===== src/rtl/render_pkg.sv =====
// Shared rendering types and screen constants.
// Used by the quad bounding-box scanner and its helpers.
package render_pkg;

  localparam int FRAC_BITS = 10;
  localparam int SCREEN_W  = 640;
  localparam int SCREEN_H  = 480;

  typedef logic signed [20:0] coord_q;
  typedef logic signed [10:0] pix_int;

  typedef enum logic [1:0] {
    IDLE,
    BBOX,
    CLIP,
    SCAN
  } scan_state_e;

endpackage


===== src/rtl/min_max4.sv =====
// Combinational min and max of four signed integer pixel coordinates.
// Two-level compare tree, no state.
module min_max4
  import render_pkg::*;
(
  input  pix_int a,
  input  pix_int b,
  input  pix_int c,
  input  pix_int d,
  output pix_int mn,
  output pix_int mx
);

  pix_int mn_ab;
  pix_int mn_cd;
  pix_int mx_ab;
  pix_int mx_cd;

  assign mn_ab = (a < b) ? a : b;
  assign mn_cd = (c < d) ? c : d;
  assign mx_ab = (a > b) ? a : b;
  assign mx_cd = (c > d) ? c : d;

  assign mn = (mn_ab < mn_cd) ? mn_ab : mn_cd;
  assign mx = (mx_ab > mx_cd) ? mx_ab : mx_cd;

endmodule


===== src/rtl/quad_bbox_scanner.sv =====
// Bounds a screen-space quad, clips the box to the screen and
// streams every covered pixel in row-major order.
module quad_bbox_scanner
  import render_pkg::*;
#(
  parameter int COORD_W = 21
) (
  input  logic               clk,
  input  logic               rst_n,
  input  logic               in_valid,
  output logic               in_ready,
  input  logic [COORD_W-1:0] vtx1_X,
  input  logic [COORD_W-1:0] vtx1_Y,
  input  logic [COORD_W-1:0] vtx2_X,
  input  logic [COORD_W-1:0] vtx2_Y,
  input  logic [COORD_W-1:0] vtx3_X,
  input  logic [COORD_W-1:0] vtx3_Y,
  input  logic [COORD_W-1:0] vtx4_X,
  input  logic [COORD_W-1:0] vtx4_Y,
  output logic               pix_valid,
  input  logic               pix_ready,
  output logic [9:0]         pix_x,
  output logic [8:0]         pix_y,
  output logic               pix_last,
  output logic               busy
);

  localparam pix_int X_LIM = pix_int'(SCREEN_W - 1);
  localparam pix_int Y_LIM = pix_int'(SCREEN_H - 1);

  scan_state_e state_q, state_d;
  logic        in_ready_q, in_ready_d;
  coord_q      vx_q [4];
  coord_q      vx_d [4];
  coord_q      vy_q [4];
  coord_q      vy_d [4];
  pix_int      xmin_q, xmin_d, xmax_q, xmax_d;
  pix_int      ymin_q, ymin_d, ymax_q, ymax_d;
  logic [9:0]  pix_x_q, pix_x_d;
  logic [8:0]  pix_y_q, pix_y_d;

  pix_int ix [4];
  pix_int iy [4];
  pix_int bx_min, bx_max, by_min, by_max;
  pix_int cx_min, cx_max, cy_min, cy_max;
  logic   at_row_end;
  logic   at_end;

  // Floor of each Q11.10 coordinate via arithmetic shift.
  always_comb begin
    for (int i = 0; i < 4; i++) begin
      ix[i] = pix_int'(vx_q[i] >>> FRAC_BITS);
      iy[i] = pix_int'(vy_q[i] >>> FRAC_BITS);
    end
  end

  min_max4 u_mm_x (
    .a (ix[0]),
    .b (ix[1]),
    .c (ix[2]),
    .d (ix[3]),
    .mn(bx_min),
    .mx(bx_max)
  );

  min_max4 u_mm_y (
    .a (iy[0]),
    .b (iy[1]),
    .c (iy[2]),
    .d (iy[3]),
    .mn(by_min),
    .mx(by_max)
  );

  assign cx_min = (xmin_q < 0) ? '0 : xmin_q;
  assign cy_min = (ymin_q < 0) ? '0 : ymin_q;
  assign cx_max = (xmax_q > X_LIM) ? X_LIM : xmax_q;
  assign cy_max = (ymax_q > Y_LIM) ? Y_LIM : ymax_q;

  assign at_row_end = (pix_x_q == xmax_q[9:0]);
  assign at_end     = at_row_end && (pix_y_q == ymax_q[8:0]);

  always_comb begin
    state_d = state_q;
    vx_d    = vx_q;
    vy_d    = vy_q;
    xmin_d  = xmin_q;
    xmax_d  = xmax_q;
    ymin_d  = ymin_q;
    ymax_d  = ymax_q;
    pix_x_d = pix_x_q;
    pix_y_d = pix_y_q;
    unique case (state_q)
      IDLE: begin
        if (in_valid && in_ready_q) begin
          vx_d    = '{coord_q'(vtx1_X), coord_q'(vtx2_X),
                      coord_q'(vtx3_X), coord_q'(vtx4_X)};
          vy_d    = '{coord_q'(vtx1_Y), coord_q'(vtx2_Y),
                      coord_q'(vtx3_Y), coord_q'(vtx4_Y)};
          state_d = BBOX;
        end
      end
      BBOX: begin
        xmin_d  = bx_min;
        xmax_d  = bx_max;
        ymin_d  = by_min;
        ymax_d  = by_max;
        state_d = CLIP;
      end
      CLIP: begin
        if ((cx_min > cx_max) || (cy_min > cy_max)) begin
          state_d = IDLE;
        end else begin
          xmin_d  = cx_min;
          xmax_d  = cx_max;
          ymin_d  = cy_min;
          ymax_d  = cy_max;
          pix_x_d = cx_min[9:0];
          pix_y_d = cy_min[8:0];
          state_d = SCAN;
        end
      end
      SCAN: begin
        if (pix_ready) begin
          if (at_end) begin
            state_d = IDLE;
          end else if (at_row_end) begin
            pix_x_d = xmin_q[9:0];
            pix_y_d = pix_y_q + 9'd1;
          end else begin
            pix_x_d = pix_x_q + 10'd1;
          end
        end
      end
      default: state_d = IDLE;
    endcase
    in_ready_d = (state_d == IDLE);
  end

  always_ff @(posedge clk or negedge rst_n) begin
    if (!rst_n) begin
      state_q    <= IDLE;
      in_ready_q <= 1'b0;
      vx_q       <= '{default: '0};
      vy_q       <= '{default: '0};
      xmin_q     <= '0;
      xmax_q     <= '0;
      ymin_q     <= '0;
      ymax_q     <= '0;
      pix_x_q    <= '0;
      pix_y_q    <= '0;
    end else begin
      state_q    <= state_d;
      in_ready_q <= in_ready_d;
      vx_q       <= vx_d;
      vy_q       <= vy_d;
      xmin_q     <= xmin_d;
      xmax_q     <= xmax_d;
      ymin_q     <= ymin_d;
      ymax_q     <= ymax_d;
      pix_x_q    <= pix_x_d;
      pix_y_q    <= pix_y_d;
    end
  end

  assign in_ready  = in_ready_q;
  assign pix_valid = (state_q == SCAN);
  assign pix_last  = pix_valid && at_end;
  assign busy      = (state_q != IDLE);
  assign pix_x     = pix_x_q;
  assign pix_y     = pix_y_q;

endmodule


===== config.mk =====
export PLATFORM = sky130hd
export DESIGN_NAME = quad_bbox_scanner
export DESIGN_NICKNAME = d
export VERILOG_FILES = /design/src/rtl/render_pkg.sv /design/src/rtl/min_max4.sv /design/src/rtl/quad_bbox_scanner.sv
export SDC_FILE = /design/constraint.sdc
export NUM_CORES = 1
export LEC_CHECK = 0
export ABC_AREA = 1
export BUFFER_PORTS_ARGS = -buffer_cell sky130_fd_sc_hd__buf_4
export CAP_MARGIN = 20
export CORE_MARGIN = 2
export CORE_UTILIZATION = 50
export CTS_CLUSTER_DIAMETER = 100
export DETAILED_ROUTE_END_ITERATION = 10
export PLACE_DENSITY = 0.75
export SYNTH_ARGS = -nofsm -noshare
export SYNTH_HDL_FRONTEND = slang
export SYNTH_HIERARCHICAL = 1
export SYNTH_SLANG_ARGS = --single-unit

===== constraint.sdc =====
create_clock -name clk -period 10.3 [get_ports clk]
set_input_delay 0 -clock clk [delete_from_list [all_inputs] [get_ports clk]]
set_output_delay 0 -clock clk [all_outputs]
set_load 0.05 [all_outputs]

==> metrics.yaml, run 1 <==
syn_nets: 1911
async_reset_ff_share_pct: 100
crit_buf_inv: 2
tns_ps: 0
ant_nets: 0
drc_errors: 0
rows: 57
max_stage_delay_ps: 590
dr_total_vias: 11200
dr_wl_met3_mm: 1.74
wire_per_inst_um: 14.3
cts-resized-gates: 0
cp-end-kind: "flop"
cpLargestDelayFamily: "compound AO/OA/AOI/OAI gates"
multi_input_area_um2: 7230
seq_area_frac_synth_pct: 31.7
worstPathArrival_ps: 5860
diodes: 0
root_buffer: "clkbuf_16"
pin_count: 195
place_congestion: 0.931
worstReg2RegEnd: "xmax_q[5]"
grt_max_degree: 80
numCtsBuffers: 17
cts_sinks: 154
min_path_type: "in2reg"
final-hold-violation-count: 0
worstSetupPathType: "reg2reg"
synth_top_flop_cell: "dfrtp_1"
tightest_slew_ps: 1100
final_common_cell: "nand2_1"
min_period_ps: 5490
path_max_fanout: 22
ys_types: 45
hpwl_mm: 22.4
endpoint: "xmax_q[5]"
grt_pass1_wl_mm: 51.0
status: "finished clean"
finalSetupViolCount: 0
nFillCells: 2090
r2r_cells: 26
die_width_um: 160
ctsHtreeMaxLevel: 4
final_nets: 2073
routed_wl_mm: 30.5
reg2reg_from: "ix[32]"
initial_utilization_pct: 50.4
topRoutingLayerUsed: "met5"
syn_to_final_growth_pct: 20.2
ys_warn_count: 6
cts_tree: "yes"
portBuffers: 114
antenna_found_initial: 1
regArea_um2: 3850
layout_common_cells: "nand2_1, inv_1, dfrtp_1, nand3_1, buf_4"
yosys.area.top_type: "dfrtp_1"
slew_violations: 0
routedLengthMet1_mm: 14.5
via_per_inst: 5.24
netlist_instances: 1632
start_kind: "flop"
dr.pass1.iters: 5
worstSetupStartpoint: "ix[32]"
period_share_pct: 53.3
synth_edf_count: 0
max-clock-path-buffers: 2
hold_ws_ps: 50.2
die_h_um: 160
path_clk_slew_ps: 70
worstSetupPathDepth: 26
timing.slew.headroom_pct: 26.8
met2_wirelength_mm: 13.9
layout-drive-gt1-share_pct: 18.0
fp.dieArea_um2: 25600
worstSkewPairLatency_ps: 430
grt.total_usage_pct: 24.2
clock_skew_ps: 6.37
netlist_area_um2: 12200
critical_path.most_common_cell: "nand2_1"
synth_top_area_share_pct: 31.7
avgSynthCellArea_um2: 7.45
maxCapViolCount: 0
reg2reg_setup_slack_ps: 4810
drt-initial-drc-count: 969
timing.fmax_mhz: 182
rsz0062_at_grt: "false"
cts_setup_buffers: 0
yosys-top-cells-area: "dfrtp_1, nand2_1, ha_1"
ys_ff_latch: 154
worst-endpoint-required_ps: 10670
first_global_vias: 10500
grt-ovfl-total: 0
core_area_um2: 24100
critPathSlowestCell: "a21oi_1"
==> what timing repair did <==
item	4_1_cts	5_1_grt
setup endpoints to repair	0	0
hold endpoints to repair	168	0
hold buffers	90	0
==> sequential cells by signal, indices dropped and copies added (netlist names), 9 cells and up <==
signal and cells:
ix 44, iy 44, xmax_q 11, xmin_q 11, ymax_q 11, ymin_q 11, pix_x 10, pix_y 9
==> metrics by stage <==
| stage | worst slack (ps) | instances | cell area [µm²] | utilization (%) |
|---|---|---|---|---|
| after CTS | 4900 | 2130 | 14600 | 60.6 |
| after detailed placement | 4960 | 2008 | 13100 | 54.4 |
| after global routing | 4250 | 2131 | 14600 | 60.6 |
| final | 4810 | 2131 | 14600 | 60.6 |
| after floorplan | 6540 | 1632 | 12200 | - |
| after global placement | 5090 | 2008 | 13100 | 54.4 |
==> cells in the mapped netlist, types with 30 or more instances <==
master	n
ha_1	107
dfrtp_1	154
nand2_2	33
o21ai_1	52
a21oi_1	50
clkbuf_1	30
nor2_1	65
nand3_1	130
o21ai_0	93
nand2_1	473
inv_1	186
mux2_2	89
==> worst min-delay path: stages <==
cell and delay (ps):
buf_4 120, nand3_4 180, nand3_1 120
==> cell families (layout without fill, tap and decap cells) <==
kind of cell             after synthesis  after routing  share of synthesized area (%)
adder cells (fa/ha/maj)              107            107                           11.0
AND/OR/NAND/NOR                      771            771                           28.2
AO/OA/AOI/OAI                        229            229                           10.4
flip-flops                           154            154                           31.7
multiplexers                          89             89                           8.24
XOR/XNOR                              22             22                           1.58
buffers and inverters                260            435                           8.94
==> routing by layer <==
| layer | GRT usage (%) | vias up |
|---|---|---|
| li1 | - | 5693 |
| met1 | 34.5 | 5126 |
| met2 | 39.1 | 302 |
| met5 | 0 | - |
| met3 | 3.92 | 34 |
| met4 | 4.95 | 2 |
==> cell type report <==
type / instances / area share, %
Multi-Input combinational cell: 1218 / 49.5
Sequential cell: 154 / 26.4
Timing Repair Buffer: 211 / 12.4
Inverter: 192 / 4.93
Clock buffer: 18 / 2.94
Tap cell: 324 / 2.77
Clock inverter: 14 / 1.16
==> how the worst min path moves through the flow <==
| stage | end | slack [ps] | cells after the start | start |
|---|---|---|---|---|
| 5_1_grt | state_q[0] | 70 | 3 | in_valid |
| 3_3_place_gp | ix[38] | 70 | 1 | rst_n |
| 4_1_cts | state_q[0] | 40 | 3 | in_valid |
| 2_1_floorplan | in_ready | -300 | 0 | rst_n |
| 6_report | state_q[0] | 50 | 3 | in_valid |
| 3_5_place_dp | ix[38] | 70 | 1 | rst_n |
Power of run 1 is not shown: default switching activity piles up to over one toggle a cycle in this logic, so the estimate is an artifact.
==> inputs of run 2 (changes only) <==
==> constraint.sdc (replaced) <==
create_clock -name clk -period 5.5 [get_ports clk]
set_input_delay 0 -clock clk [delete_from_list [all_inputs] [get_ports clk]]
set_output_delay 0 -clock clk [all_outputs]
set_load 0.05 [all_outputs]
==> metrics.yaml, run 2 (synthesis results as in run 1) <==
r2r_cells: 24
finalSetupViolCount: 0
root_buffer: "clkbuf_16"
cp-end-kind: "flop"
tightest_slew_ps: 942
place_congestion: 0.928
rows: 57
period_share_pct: 90.4
final_nets: 2079
maxCapViolCount: 0
tns_ps: 0
min_path_type: "in2reg"
topRoutingLayerUsed: "met5"
critPathSlowestCell: "nand2_1"
core_area_um2: 24100
routed_wl_mm: 31.6
worstSkewPairLatency_ps: 450
hold_buffers: 89
cpLargestDelayFamily: "simple AND/OR/NAND/NOR gates"
final_common_cell: "nand2_1"
worst-endpoint-required_ps: 5870
ant_nets: 0
whs_path_depth: 4
cts_sinks: 154
routedLengthMet1_mm: 14.7
grt_max_degree: 89
path_max_fanout: 22
initial_utilization_pct: 50.4
slew_violations: 0
antenna_found_initial: 1
min_period_ps: 4970
numCtsBuffers: 17
layout-drive-gt1-share_pct: 18.3
worstSetupPathDepth: 24
diodes: 0
first_global_vias: 10700
die_width_um: 160
path_clk_slew_ps: 70
nFillCells: 2160
fp.dieArea_um2: 25600
dr.pass1.iters: 7
grt_pass1_wl_mm: 52.7
cts-resized-gates: 0
crit_buf_inv: 1
max_stage_delay_ps: 450
wire_per_inst_um: 14.8
drt-initial-drc-count: 975
met2_wirelength_mm: 14.8
worstSetupPathType: "reg2reg"
pin_count: 195
drc_errors: 0
final-hold-violation-count: 0
fin_util_pct: 60.8
cts_tree: "yes"
syn_to_final_growth_pct: 20.5
via_per_inst: 5.32
status: "finished clean"
timing.slew.headroom_pct: 37.2
crit_chain: "ha_1 -> nand2_1 -> nor2_1 -> and2_4 -> nand2_4 -> nand3_4 -> nand2_1 -> nand2_2 -> nand2_1 -> o21ai_1 -> ha_1 -> a21oi_1 -> o21ai_0 -> nand3_1 -> o2111ai_1 -> or2_2 -> a21oi_1 -> buf_4 -> nand2_1 -> o21ai_1 -> nand2_1 -> o21ai_0 -> nand2_1 -> nand2_1"
dr_total_vias: 11400
grt-ovfl-total: 0
hpwl_mm: 22.7
ctsHtreeMaxLevel: 4
portBuffers: 114
rsz0062_at_grt: "false"
worstPathArrival_ps: 5340
timing.fmax_mhz: 201
critical_path.most_common_cell: "nand2_1"
grt.total_usage_pct: 25.2
layout_common_cells: "nand2_1, inv_1, dfrtp_1, nand3_1, buf_4"
dr_wl_met3_mm: 1.67
max-clock-path-buffers: 2
start_kind: "flop"
die_h_um: 160
cts_setup_buffers: 0
clock_skew_ps: 30.8
[run 2: path summary, 6_finish.rpt]
| kind | from | to | slack [ps] |
|---|---|---|---|
| min reg2reg | ix[10] | ix[10] | 510 |
| min | pix_ready | state_q[1] | 10 |
| min in group asynchronous | rst_n | ix[38] | 160 |
| max | iy[21] | ymax_q[6] | 530 |
| max in group asynchronous | rst_n | ymin_q[9] | 3880 |
| max reg2reg | iy[21] | ymax_q[6] | 530 |
[run 2: final cells by class]
cell class | count | area [µm²] | share of cell area (%)
inverters | 192 | 721 | 4.92
well taps | 324 | 405 | 2.77
multi-input cells | 1218 | 7230 | 49.3
flip-flops and latches | 154 | 3850 | 26.3
clock buffers | 20 | 447 | 3.05
repair buffers | 217 | 1860 | 12.7
clock inverters | 12 | 141 | 0.965
[run 2: worst register-to-register path: stages, from the launching register on]
cell       delay (ps)
dfrtp_1           420
ha_1              370
nand2_1           100
nor2_1            150
and2_4            190
nand2_4            60
nand3_4            70
nand2_1            90
nand2_2           240
nand2_1           450
o21ai_1           430
ha_1              330
a21oi_1           140
o21ai_0           120
nand3_1            80
o2111ai_1         130
or2_2             290
a21oi_1           390
buf_4             290
nand2_1            80
o21ai_1           150
nand2_1            90
o21ai_0            80
nand2_1            70
nand2_1            80
[run 2: routing by layer]
layer  up-vias  GRT usage [%]
met5         -              0
met4         2           5.57
met3        38           3.74
met2       321           41.8
met1      5321           34.9
li1       5696              -
[run 2: per-stage QoR]
step                      hold slack (ps)  cell area, µm²  std cells  setup slack [ps]
after global routing                 55.3           14700       2137              16.6
after CTS                            7.88           14700       2137               663
after detailed placement              118           13200       2016               726
after global placement                113           13200       2015               833
after floorplan                      -296           12200       1632              1740
final                                10.2           14700       2137               529
Power of run 2 is left out for the same reason.
